File: src/rtl/uart_pkg.sv
// Shared UART transmit-side types: byte width and the fetch FSM state encoding.
package uart_pkg;

  localparam int DATA_W = 8;

  typedef enum logic [1:0] {
    XF_IDLE  = 2'd0,
    XF_FETCH = 2'd1,
    XF_DRAIN = 2'd2
  } xmt_fetch_state_t;

endpackage

File: src/rtl/xmt_fifo_if.sv
// Memory read bus plus transmitter pop/head-byte signals of xmt_fifo.
// Optional XMT_FIFO_LEVEL_EN adds level and pop_underflow.
interface xmt_fifo_if #(
  parameter int DATA_W = 8,
  parameter int DEPTH  = 8,
  parameter int LEN_W  = 8
);
  localparam int ADDR_W = $clog2(DEPTH);

  logic              mem_rd_cmd;
  logic [LEN_W-1:0]  mem_rd_addr;
  logic [DATA_W-1:0] mem_rd_data;
  logic              rd_xmt_fifo;
  logic [DATA_W-1:0] xmt_data;
  logic              full;
  logic              empty;
`ifdef XMT_FIFO_LEVEL_EN
  logic [ADDR_W:0]   level;
  logic              pop_underflow;

  modport master (
    output mem_rd_cmd, mem_rd_addr, xmt_data, full, empty, level, pop_underflow,
    input  mem_rd_data, rd_xmt_fifo
  );
  modport slave (
    input  mem_rd_cmd, mem_rd_addr, xmt_data, full, empty, level, pop_underflow,
    output mem_rd_data, rd_xmt_fifo
  );
`else
  modport master (
    output mem_rd_cmd, mem_rd_addr, xmt_data, full, empty,
    input  mem_rd_data, rd_xmt_fifo
  );
  modport slave (
    input  mem_rd_cmd, mem_rd_addr, xmt_data, full, empty,
    output mem_rd_data, rd_xmt_fifo
  );
`endif
endinterface

File: src/rtl/xmt_fifo_mem.sv
// DEPTH x DATA_W first-word-fall-through FIFO storage with pointers and occupancy count.
// Head byte is a registered read of the array, with a bypass when a write lands on the new head.
module xmt_fifo_mem #(
  parameter int DATA_W = 8,
  parameter int DEPTH  = 8
) (
  input  logic                     clk,
  input  logic                     rst,
  input  logic                     push,
  input  logic                     pop,
  input  logic [DATA_W-1:0]        din,
  output logic [DATA_W-1:0]        dout,
  output logic [$clog2(DEPTH):0]   count
);
  localparam int ADDR_W = $clog2(DEPTH);

  logic [DATA_W-1:0] mem_array [DEPTH];
  logic [ADDR_W-1:0] wr_ptr_reg;
  logic [ADDR_W-1:0] rd_ptr_reg;
  logic [ADDR_W-1:0] rd_ptr_next;
  logic [ADDR_W:0]   count_reg;
  logic [ADDR_W:0]   count_next;
  logic [DATA_W-1:0] dout_reg;
  logic              pop_ok;

  assign pop_ok = pop && (count_reg != '0);

  always_comb begin
    rd_ptr_next = rd_ptr_reg + ADDR_W'(pop_ok);
    count_next  = count_reg;
    if (push && !pop_ok) begin
      count_next = count_reg + 1'b1;
    end else if (!push && pop_ok) begin
      count_next = count_reg - 1'b1;
    end
  end

  // Storage is deliberately left out of reset so it maps onto block RAM.
  always_ff @(posedge clk) begin
    if (push) begin
      mem_array[wr_ptr_reg] <= din;
    end
  end

  always_ff @(posedge clk or posedge rst) begin
    if (rst) begin
      wr_ptr_reg <= '0;
      rd_ptr_reg <= '0;
      count_reg  <= '0;
      dout_reg   <= '0;
    end else begin
      if (push) begin
        wr_ptr_reg <= wr_ptr_reg + 1'b1;
      end
      rd_ptr_reg <= rd_ptr_next;
      count_reg  <= count_next;
      // Hold the head while empty; forward din when the write becomes the new head.
      if (count_next != '0) begin
        if (push && (wr_ptr_reg == rd_ptr_next)) begin
          dout_reg <= din;
        end else begin
          dout_reg <= mem_array[rd_ptr_next];
        end
      end
    end
  end

  assign dout  = dout_reg;
  assign count = count_reg;

endmodule

File: src/rtl/xmt_fifo.sv
// UART transmit buffer: fetches msg_len bytes from message memory into a FWFT FIFO.
// Define XMT_FIFO_LEVEL_EN to expose level and sticky pop_underflow.
module xmt_fifo #(
  parameter int DATA_W = uart_pkg::DATA_W,
  parameter int DEPTH  = 8,
  parameter int LEN_W  = 8
) (
  input  logic             clk,
  input  logic             rst,
  input  logic             start,
  input  logic [LEN_W-1:0] msg_len,
  output logic             busy,
  output logic             done,
  xmt_fifo_if.master       bus
);
  import uart_pkg::*;

  localparam int ADDR_W = $clog2(DEPTH);

  xmt_fetch_state_t  state_reg;
  logic [LEN_W-1:0]  len_reg;
  logic [LEN_W-1:0]  issued_reg;
  logic [LEN_W-1:0]  wr_cnt_reg;
  logic              cmd_reg;
  logic [LEN_W-1:0]  addr_reg;
  logic              wr_en_reg;
  logic              busy_reg;
  logic              done_reg;

  logic [ADDR_W:0]   count;
  logic [ADDR_W+1:0] committed;
  logic              credit_ok;
  logic              last_issue;
  logic              last_write;

  // Both the command on the bus and the byte about to be written are owed FIFO slots.
  assign committed  = {1'b0, count} + (ADDR_W+2)'(cmd_reg) + (ADDR_W+2)'(wr_en_reg);
  assign credit_ok  = committed < (ADDR_W+2)'(DEPTH);
  assign last_issue = (issued_reg == len_reg - LEN_W'(1));
  assign last_write = wr_en_reg && (wr_cnt_reg == len_reg - LEN_W'(1));

  always_ff @(posedge clk or posedge rst) begin
    if (rst) begin
      state_reg  <= XF_IDLE;
      len_reg    <= '0;
      issued_reg <= '0;
      wr_cnt_reg <= '0;
      cmd_reg    <= 1'b0;
      addr_reg   <= '0;
      wr_en_reg  <= 1'b0;
      busy_reg   <= 1'b0;
      done_reg   <= 1'b0;
    end else begin
      done_reg  <= 1'b0;
      cmd_reg   <= 1'b0;
      wr_en_reg <= cmd_reg;
      if (wr_en_reg) begin
        wr_cnt_reg <= wr_cnt_reg + 1'b1;
      end
      case (state_reg)
        XF_IDLE: begin
          if (start) begin
            if (msg_len != '0) begin
              state_reg  <= XF_FETCH;
              busy_reg   <= 1'b1;
              len_reg    <= msg_len;
              issued_reg <= '0;
              wr_cnt_reg <= '0;
            end else begin
              done_reg <= 1'b1;
            end
          end
        end
        XF_FETCH: begin
          if (credit_ok) begin
            cmd_reg    <= 1'b1;
            addr_reg   <= issued_reg;
            issued_reg <= issued_reg + 1'b1;
            if (last_issue) begin
              state_reg <= XF_DRAIN;
            end
          end
        end
        XF_DRAIN: begin
          if (last_write) begin
            state_reg <= XF_IDLE;
            busy_reg  <= 1'b0;
            done_reg  <= 1'b1;
          end
        end
        default: begin
          state_reg <= XF_IDLE;
          busy_reg  <= 1'b0;
        end
      endcase
    end
  end

  xmt_fifo_mem #(
    .DATA_W (DATA_W),
    .DEPTH  (DEPTH)
  ) u_mem (
    .clk   (clk),
    .rst   (rst),
    .push  (wr_en_reg),
    .pop   (bus.rd_xmt_fifo),
    .din   (bus.mem_rd_data),
    .dout  (bus.xmt_data),
    .count (count)
  );

  assign bus.mem_rd_cmd  = cmd_reg;
  assign bus.mem_rd_addr = addr_reg;
  assign bus.full        = (count == (ADDR_W+1)'(DEPTH));
  assign bus.empty       = (count == '0);
  assign busy            = busy_reg;
  assign done            = done_reg;

`ifdef XMT_FIFO_LEVEL_EN
  logic underflow_reg;

  always_ff @(posedge clk or posedge rst) begin
    if (rst) begin
      underflow_reg <= 1'b0;
    end else if (bus.rd_xmt_fifo && (count == '0)) begin
      underflow_reg <= 1'b1;
    end
  end

  assign bus.level         = count;
  assign bus.pop_underflow = underflow_reg;
`endif

endmodule
File: src/flat_wrapper.sv
// flat-port wrapper written by rule: the top's interface ports become plain ports
module xmt_fifo_flat import uart_pkg::*;
#(
  parameter int DATA_W = uart_pkg::DATA_W,
  parameter int DEPTH  = 8,
  parameter int LEN_W  = 8
)
  (clk, rst, start, msg_len, busy, done, bus_mem_rd_cmd, bus_mem_rd_addr, bus_xmt_data, bus_full, bus_empty, bus_mem_rd_data, bus_rd_xmt_fifo);
  xmt_fifo_if #(.DATA_W(DATA_W), .DEPTH(DEPTH), .LEN_W(LEN_W)) bus_i ();
  input  logic clk;
  input  logic rst;
  input  logic start;
  input  logic [LEN_W-1:0] msg_len;
  output logic busy;
  output logic done;
  output wire logic [$bits(bus_i.mem_rd_cmd)-1:0] bus_mem_rd_cmd;
  output wire logic [$bits(bus_i.mem_rd_addr)-1:0] bus_mem_rd_addr;
  output wire logic [$bits(bus_i.xmt_data)-1:0] bus_xmt_data;
  output wire logic [$bits(bus_i.full)-1:0] bus_full;
  output wire logic [$bits(bus_i.empty)-1:0] bus_empty;
  input wire logic [$bits(bus_i.mem_rd_data)-1:0] bus_mem_rd_data;
  input wire logic [$bits(bus_i.rd_xmt_fifo)-1:0] bus_rd_xmt_fifo;
  assign bus_mem_rd_cmd = bus_i.mem_rd_cmd;
  assign bus_mem_rd_addr = bus_i.mem_rd_addr;
  assign bus_xmt_data = bus_i.xmt_data;
  assign bus_full = bus_i.full;
  assign bus_empty = bus_i.empty;
  assign bus_i.mem_rd_data = bus_mem_rd_data;
  assign bus_i.rd_xmt_fifo = bus_rd_xmt_fifo;
  xmt_fifo #(.DATA_W(DATA_W), .DEPTH(DEPTH), .LEN_W(LEN_W)) u_core (.clk(clk), .rst(rst), .start(start), .msg_len(msg_len), .busy(busy), .done(done), .bus(bus_i));
endmodule
File: config.mk
export PLATFORM = sky130hd
export DESIGN_NAME = xmt_fifo_flat
export DESIGN_NICKNAME = d
export VERILOG_FILES = /design/src/rtl/uart_pkg.sv /design/src/rtl/xmt_fifo_if.sv /design/src/rtl/xmt_fifo_mem.sv /design/src/rtl/xmt_fifo.sv /design/src/flat_wrapper.sv
export SDC_FILE = /design/constraint.sdc
export NUM_CORES = 1
export LEC_CHECK = 0
export CAP_MARGIN = 10
export CORE_MARGIN = 3
export CORE_UTILIZATION = 53
export CTS_CLUSTER_DIAMETER = 200
export DETAILED_ROUTE_END_ITERATION = 8
export PLACE_DENSITY = 0.72
export SKIP_CTS_REPAIR_TIMING = 1
export SYNTH_ARGS = -nofsm -noshare
export SYNTH_HDL_FRONTEND = slang
export SYNTH_SLANG_ARGS = --single-unit
File: constraint.sdc
create_clock -name clk -period 3.3 [get_ports clk]
set_input_delay 0.66 -clock clk [delete_from_list [all_inputs] [get_ports clk]]
set_output_delay 0.66 -clock clk [all_outputs]
set_load 0.02 [all_outputs]
; ---- Word-level counts from Yosys, hierarchy flattened
; Memory sizes are Yosys's and may differ from the RTL's. A register that Yosys moved wholly into a read port is not among the register bits.
; Cells that the tools add are included.
[op_classes]
n_addsub = 9
multipliers = 0
div = 0
n_lt_le_gt_ge = 1
eq_ne = 10
n_shift = 0
mux = 28
bitwise = 1
n_reduce_logical = 17
[op_table]
columns = operator, n
row1 = 2-to-1 mux 8 bit, 7
row2 = "adder 8 x 1 -> 8 bit, second input constant", 2
row3 = == test 8 bit, 2
row4 = one-hot mux 8 bit (2 select lines), 1
row5 = 2-to-1 mux 1 bit, 10
row6 = 2-to-1 mux 2 bit, 5
row7 = 2-to-1 mux 4 bit, 2
row8 = "inequality test 2 x 1 -> 1 bit, second input constant", 4
row9 = AND reduction 4 bit, 2
row10 = nonzero test 4 bit, 2
row11 = nonzero test 8 bit, 1
row12 = "subtractor 8 x 1 -> 8 bit, second input constant", 1
row13 = one-hot mux 2 bit (3 select lines), 1
row14 = adder 4 x 1 -> 5 bit, 1
row15 = adder 5 x 1 -> 5 bit, 1
row16 = "less-than comparator 5 x 4 -> 1 bit, second input constant", 1
row17 = AND reduction 5 bit, 1
row18 = "adder 4 x 1 -> 4 bit, second input constant", 1
row19 = "== test 4 bit, second input constant", 1
row20 = logical AND 1 bit, 4
row21 = logical NOT 4 bit, 1
row22 = "subtractor 4 x 1 -> 4 bit, second input constant", 1
row23 = adder 3 x 1 -> 3 bit, 1
row24 = "adder 3 x 1 -> 3 bit, second input constant", 1
row25 = other kinds (11), 12
[word_totals]
register_bits = 48
latchBits = 0
ramBits = 64
romBits = 0
inputBits = 20
output_inout_bits = 21
word_cells = 79
n_memories = 1
[mem_list]
columns = name, depth, width, read_ports, rd_clocked_by_memory_dff, write_ports, line
row1 = u_core.u_mem.mem_array, 8, 8, 1, 1, 1, xmt_fifo_mem.sv:17  ; logic [DATA_W-1:0] mem_array [DEPTH];

; ---- Depth between registers and ports, before layout
[logic_depth]
depth_word = 6
depth_mapped = 15
mapped_depth_nobuf = 13

; ---- Cells and area by module
; From an unflattened synthesis, not the netlist that was laid out.
[hier_totals]
cells_unflattened = 449
area_unflattened_um2 = 5704.2
[modules_own_cells]
columns = module, n_inst, cells_per_inst, area_each_um2, seq_area_each_um2
row1 = xmt_fifo_mem, 1, 254, 3661.0, 2372.3
row2 = xmt_fifo, 1, 195, 2043.2, 950.9

; ---- Worst setup path after synthesis
; OpenSTA, ideal clock, no wires.
[synth_timing]
path_type = flip-flop to flip-flop
startpoint = register u_core.u_mem.count_reg[1] (netlist: u_core.u_mem.count[1])
endpoint = register u_core.u_mem.dout_reg[0] (netlist: u_core.u_mem.dout[0]), read port of u_core.u_mem.mem_array
setup_ns = 0.125
arrival_ns = 3.178
required_time_ns = 3.175
slack_ns = -0.002
stages_incl_launch_ff = 15
path_buffers = 3
period_less_slack_ns = 3.302
path_cell_list = dfrtp_1 -> inv_1 -> ha_1 -> nor3b_4 -> nand2b_1 -> buf_6 -> inv_1 -> ha_1 -> ha_1 -> clkbuf_1 -> clkbuf_1 -> mux4_2 -> mux2i_1 -> a21oi_1 -> mux2_2
[synth_via]
elab_cells_between_ends = 11
cone_classes = add/sub: 3 / mux: 2 / reduce/logical: 6
[synth_lines]
columns = element, line
row1 = start: declaration, xmt_fifo_mem.sv:21  ; logic [ADDR_W:0] count_reg;
row2 = start signal: assignment, xmt_fifo_mem.sv:56  ; count_reg <= count_next;
row3 = nonzero test 4 bit, xmt_fifo_mem.sv:26  ; assign pop_ok = pop && (count_reg != '0);
row4 = logical AND 1 bit, xmt_fifo_mem.sv:26
row5 = adder 3 x 1 -> 3 bit, xmt_fifo_mem.sv:29  ; rd_ptr_next = rd_ptr_reg + ADDR_W'(pop_ok);
row6 = via u_core.u_mem.rd_ptr_next[1], xmt_fifo_mem.sv:20  ; logic [ADDR_W-1:0] rd_ptr_next;
row7 = end: declaration, xmt_fifo_mem.sv:23  ; logic [DATA_W-1:0] dout_reg;
; The timed path passes the listed nets, and every way through them passes these cells.
; A chain may end at the register's enable or synchronous reset.

; ---- Final worst setup path
[layout_timing]
startpoint = register u_core.u_mem.count_reg[1] (netlist: u_core.u_mem.count[1])
endpoint = register u_core.u_mem.dout_reg[5] (netlist: u_core.u_mem.dout[5]), read port of u_core.u_mem.mem_array
; Same word-level chain as after synthesis.

==> load_flow_metrics.sql <==
INSERT INTO impl_metrics (metric_group, metric, value, unit) VALUES
('timing', 'setup_viol_count_final', '0', ''),
('drt', 'route.vias.total', '3381', ''),
('drt', 'drc_errors', '0', ''),
('placed_design', 'gp_congestion', '0.897', ''),
('final_layout', 'most-common-layout-cells', 'sky130_fd_sc_hd__edfxtp_1, sky130_fd_sc_hd__dfrtp_1, sky130_fd_sc_hd__clkdlybuf4s50_1', ''),
('worst_setup_path', 'timing.setup.critical_path_class', 'register to register', ''),
('worst_setup_path', 'worst_path_most_repeated_cell', 'sky130_fd_sc_hd__ha_1', ''),
('die', 'fp.dieH', '108', 'um'),
('clock_network', 'cts.root.buffer_cell', 'sky130_fd_sc_hd__clkbuf_8', ''),
('worst_setup_path', 'worstSetupEndpointType', 'register', ''),
('clock_network', 'tritoncts', 'built', ''),
('drt', 'initialDrtViolationCount', '206', ''),
('clock_network', 'worst_setup_hold_path_clk_slew', '0.06', 'ns'),
('worst_setup_path', 'rr_endpoint', 'u_core.u_mem.dout[5]', ''),
('power', 'fin_total_pwr', '6.88', 'mW'),
('timing', 'layout_worst_path_cycle_share', '90.5', '%'),
('clock_network', 'cts_buffers', '17', ''),
('global_route', 'global_route.usage.total', '20.8', '%'),
('worst_setup_path', 'cells_along_the_critical_path', 'inv_1 -> ha_1 -> nor3b_4 -> nand2b_1 -> inv_1 -> ha_1 -> ha_1 -> buf_4 -> mux4_2 -> mux2i_1 -> a21oi_1 -> mux2_2', ''),
('final_layout', 'antennaDiodeCount', '0', ''),
('final_layout', 'max_flop_register', 'u_core.u_mem.mem_array', ''),
('synth', 'yosys_warnings', '0', ''),
('timing', 'clock-skew-final', '0.00591', 'ns'),
('timing', 'fin_crit', '2.99', 'ns'),
('synth', 'synth.distinct_cells', '52', ''),
('timing', 'whs', '0.422', 'ns'),
('placed_design', 'dpl.hpwl', '7310', 'um'),
('power', 'power_density', '1040', 'nW/um^2'),
('worst_setup_path', 'worst_flop_to_flop_path_startpoint', 'u_core.u_mem.count[1]', ''),
('timing', 'final_max_slew_viol_count', '0', ''),
('clock_network', 'htreeDepth', '4', ''),
('final_layout', 'drive_above_1_share', '19.9', '%'),
('final_layout', 'layout.cells.most_common', 'sky130_fd_sc_hd__edfxtp_1', ''),
('clock_network', 'clock_sinks', '120', ''),
('clock_network', 'cts_max_path_buffers', '2', ''),
('worst_setup_path', 'rr_worst_depth', '12', ''),
('worst_setup_path', 'crit_family', 'multiplexers', ''),
('worst_setup_path', 'crit_path_max_incr_delay', '0.46', 'ns'),
('placed_design', 'placement.io_buffers', '40', ''),
('timing', 'timing.final.hold_violations', '0', ''),
('drt', 'routed_wl', '10900', 'um'),
('die', 'rows', '36', ''),
('synth', 'synth.net_count', '421', ''),
('synth', 'synth.cell_area', '5490', 'um^2'),
('worst_setup_path', 'critical_path.n_buffers_inverters', '3', ''),
('final_layout', 'filler_cell_count_in_the_final_layout', '737', ''),
('worst_setup_path', 'cp.required', '3.71', 'ns'),
('run_status', 'status', 'complete, no violations', ''),
('timing', 'rsz0062_at_grt', 'no', ''),
('worst_setup_path', 'register_to_register_setup_slack', '0.31', 'ns'),
('worst_hold_path', 'hold_class', 'register to register', ''),
('drt', 'dr.pass1.iters', '5', ''),
('synth', 'number_of_instances_in_the_synthesized_netlist', '392', ''),
('drt', 'detail-route-antenna-nets', '0', ''),
('final_layout', 'final_nets', '474', ''),
('timing', 'worst_slew_pin_slew', '0.956', 'ns'),
('synth', 'synth_flop_cell', 'sky130_fd_sc_hd__edfxtp_1', ''),
('final_layout', 'multiInputGateArea', '2030', 'um^2'),
('worst_hold_path', 'hold-path-endpoint', 'u_core.wr_en_reg', ''),
('drt', 'detail_route.vias_per_cell', '5.72', ''),
('worst_hold_path', 'worst_hold_path.num_cells', '0', ''),
('synth', 'proportion_of_synthesized_chip_area_in_sequential_cells', '60.6', '%'),
('synth', 'synth-edff-count', '64', ''),
('drt', 'wl_per_cell', '18.4', 'um'),
('die', 'die_w', '108', 'um'),
('synth', 'synth-seq-cells', '120', ''),
('timing', 'max_clock_freq', '0.335', 'GHz'),
('synth', 'syn-mean-instance-area', '14.0', 'um^2'),
('die', 'initial_utilization', '55.4', '%'),
('die', 'fp.coreArea', '9910', 'um^2'),
('worst_hold_path', 'min_from', 'u_core.bus.mem_rd_cmd', '');
[how the worst max path moves through the flow]
stage          depth (start not counted)  slack [ns]              endpoint             startpoint
2_1_floorplan                         15        0.03  u_core.u_mem.dout[0]  u_core.u_mem.count[1]
3_3_place_gp                          10        0.28  u_core.u_mem.dout[4]        bus_rd_xmt_fifo
3_5_place_dp                          10        0.15  u_core.u_mem.dout[5]        bus_rd_xmt_fifo
4_1_cts                               12        0.32  u_core.u_mem.dout[5]  u_core.u_mem.count[1]
5_1_grt                               12        0.13  u_core.u_mem.dout[2]  u_core.u_mem.count[1]
6_report                              12        0.31  u_core.u_mem.dout[5]  u_core.u_mem.count[1]
[report_power, final]
part	internal (mW)	leakage [nW]	switching, mW	total [mW]
Sequential	2.01	1.27	0.417	2.43
Clock	1.04	0.255	0.670	1.71
Combinational	1.40	1.00	1.34	2.74
Total	4.45	2.53	2.43	6.88
[worst reg2reg max path: cells and delay by family (launching register included)]
| kind | cells | cell delay (ns) |
|---|---|---|
| AOI/OAI and AO/OA | 1 | 0.09 |
| muxes | 3 | 0.79 |
| DFF | 1 | 0.46 |
| buffers and inverters | 3 | 0.45 |
| adders and majority gates | 3 | 0.72 |
| and+or+nand+nor | 2 | 0.36 |
[metal layers]
metal	up-vias	track usage (%)	wire [um]
met4	0	6.04	127
li1	1563	-	-
met3	13	5.64	550
met2	99	32.8	5300
met5	-	0	0
met1	1706	28.4	4930
[per-stage QoR]
stage	std cells	worst slack [ns]	area (um^2)	util [%]
2_1_floorplan	392	0.0330	5490	-
3_5_place_dp	559	0.154	6070	61.2
6_report	591	0.314	6630	66.9
4_1_cts	591	0.315	6630	66.9
5_1_grt	591	0.133	6630	66.9
3_3_place_gp	559	0.279	6070	61.2
[cell type report]
| cell class | count | share of cell area (%) |
|---|---|---|
| clock buffer | 19 | 6.66 |
| clock inverter | 13 | 1.85 |
| inverter | 10 | 0.566 |
| multi-input combinational | 243 | 30.6 |
| sequential | 120 | 50.1 |
| tap | 133 | 2.51 |
| timing repair buffer | 53 | 7.70 |
[synthesized netlist by cell type, types with 5 or more instances]
cell,number,area (um^2)
sky130_fd_sc_hd__nor3_1,5,25.0
sky130_fd_sc_hd__inv_1,10,37.5
sky130_fd_sc_hd__o21ai_0,11,55.1
sky130_fd_sc_hd__ha_1,9,113
sky130_fd_sc_hd__mux2i_1,11,110
sky130_fd_sc_hd__mux4_2,16,360
sky130_fd_sc_hd__clkbuf_1,8,30.0
sky130_fd_sc_hd__dfrtp_1,56,1400
sky130_fd_sc_hd__xor2_1,20,175
sky130_fd_sc_hd__edfxtp_1,64,1920
sky130_fd_sc_hd__a21oi_1,13,65.1
sky130_fd_sc_hd__nand2b_1,5,31.3
sky130_fd_sc_hd__nor2_1,35,131
sky130_fd_sc_hd__nand4_1,9,56.3
sky130_fd_sc_hd__mux2_2,22,248
sky130_fd_sc_hd__nand2_1,18,67.6
sky130_fd_sc_hd__xnor2_1,18,158
sky130_fd_sc_hd__and3_1,5,31.3
[cell families (layout without fill, tap and decap cells)]
logic type / count (synthesis) / after routing / share of synthesized area [%]
AOI/OAI and AO/OA: 44 / 44 / 5.27
DFF: 120 / 120 / 60.6
and+or+nand+nor: 100 / 100 / 9.55
xor gates and xnor gates: 39 / 39 / 6.36
adders and majority gates: 9 / 9 / 2.05
buffers and inverters: 29 / 95 / 2.44
muxes: 51 / 51 / 13.8
(Power assumes the default switching activity.)
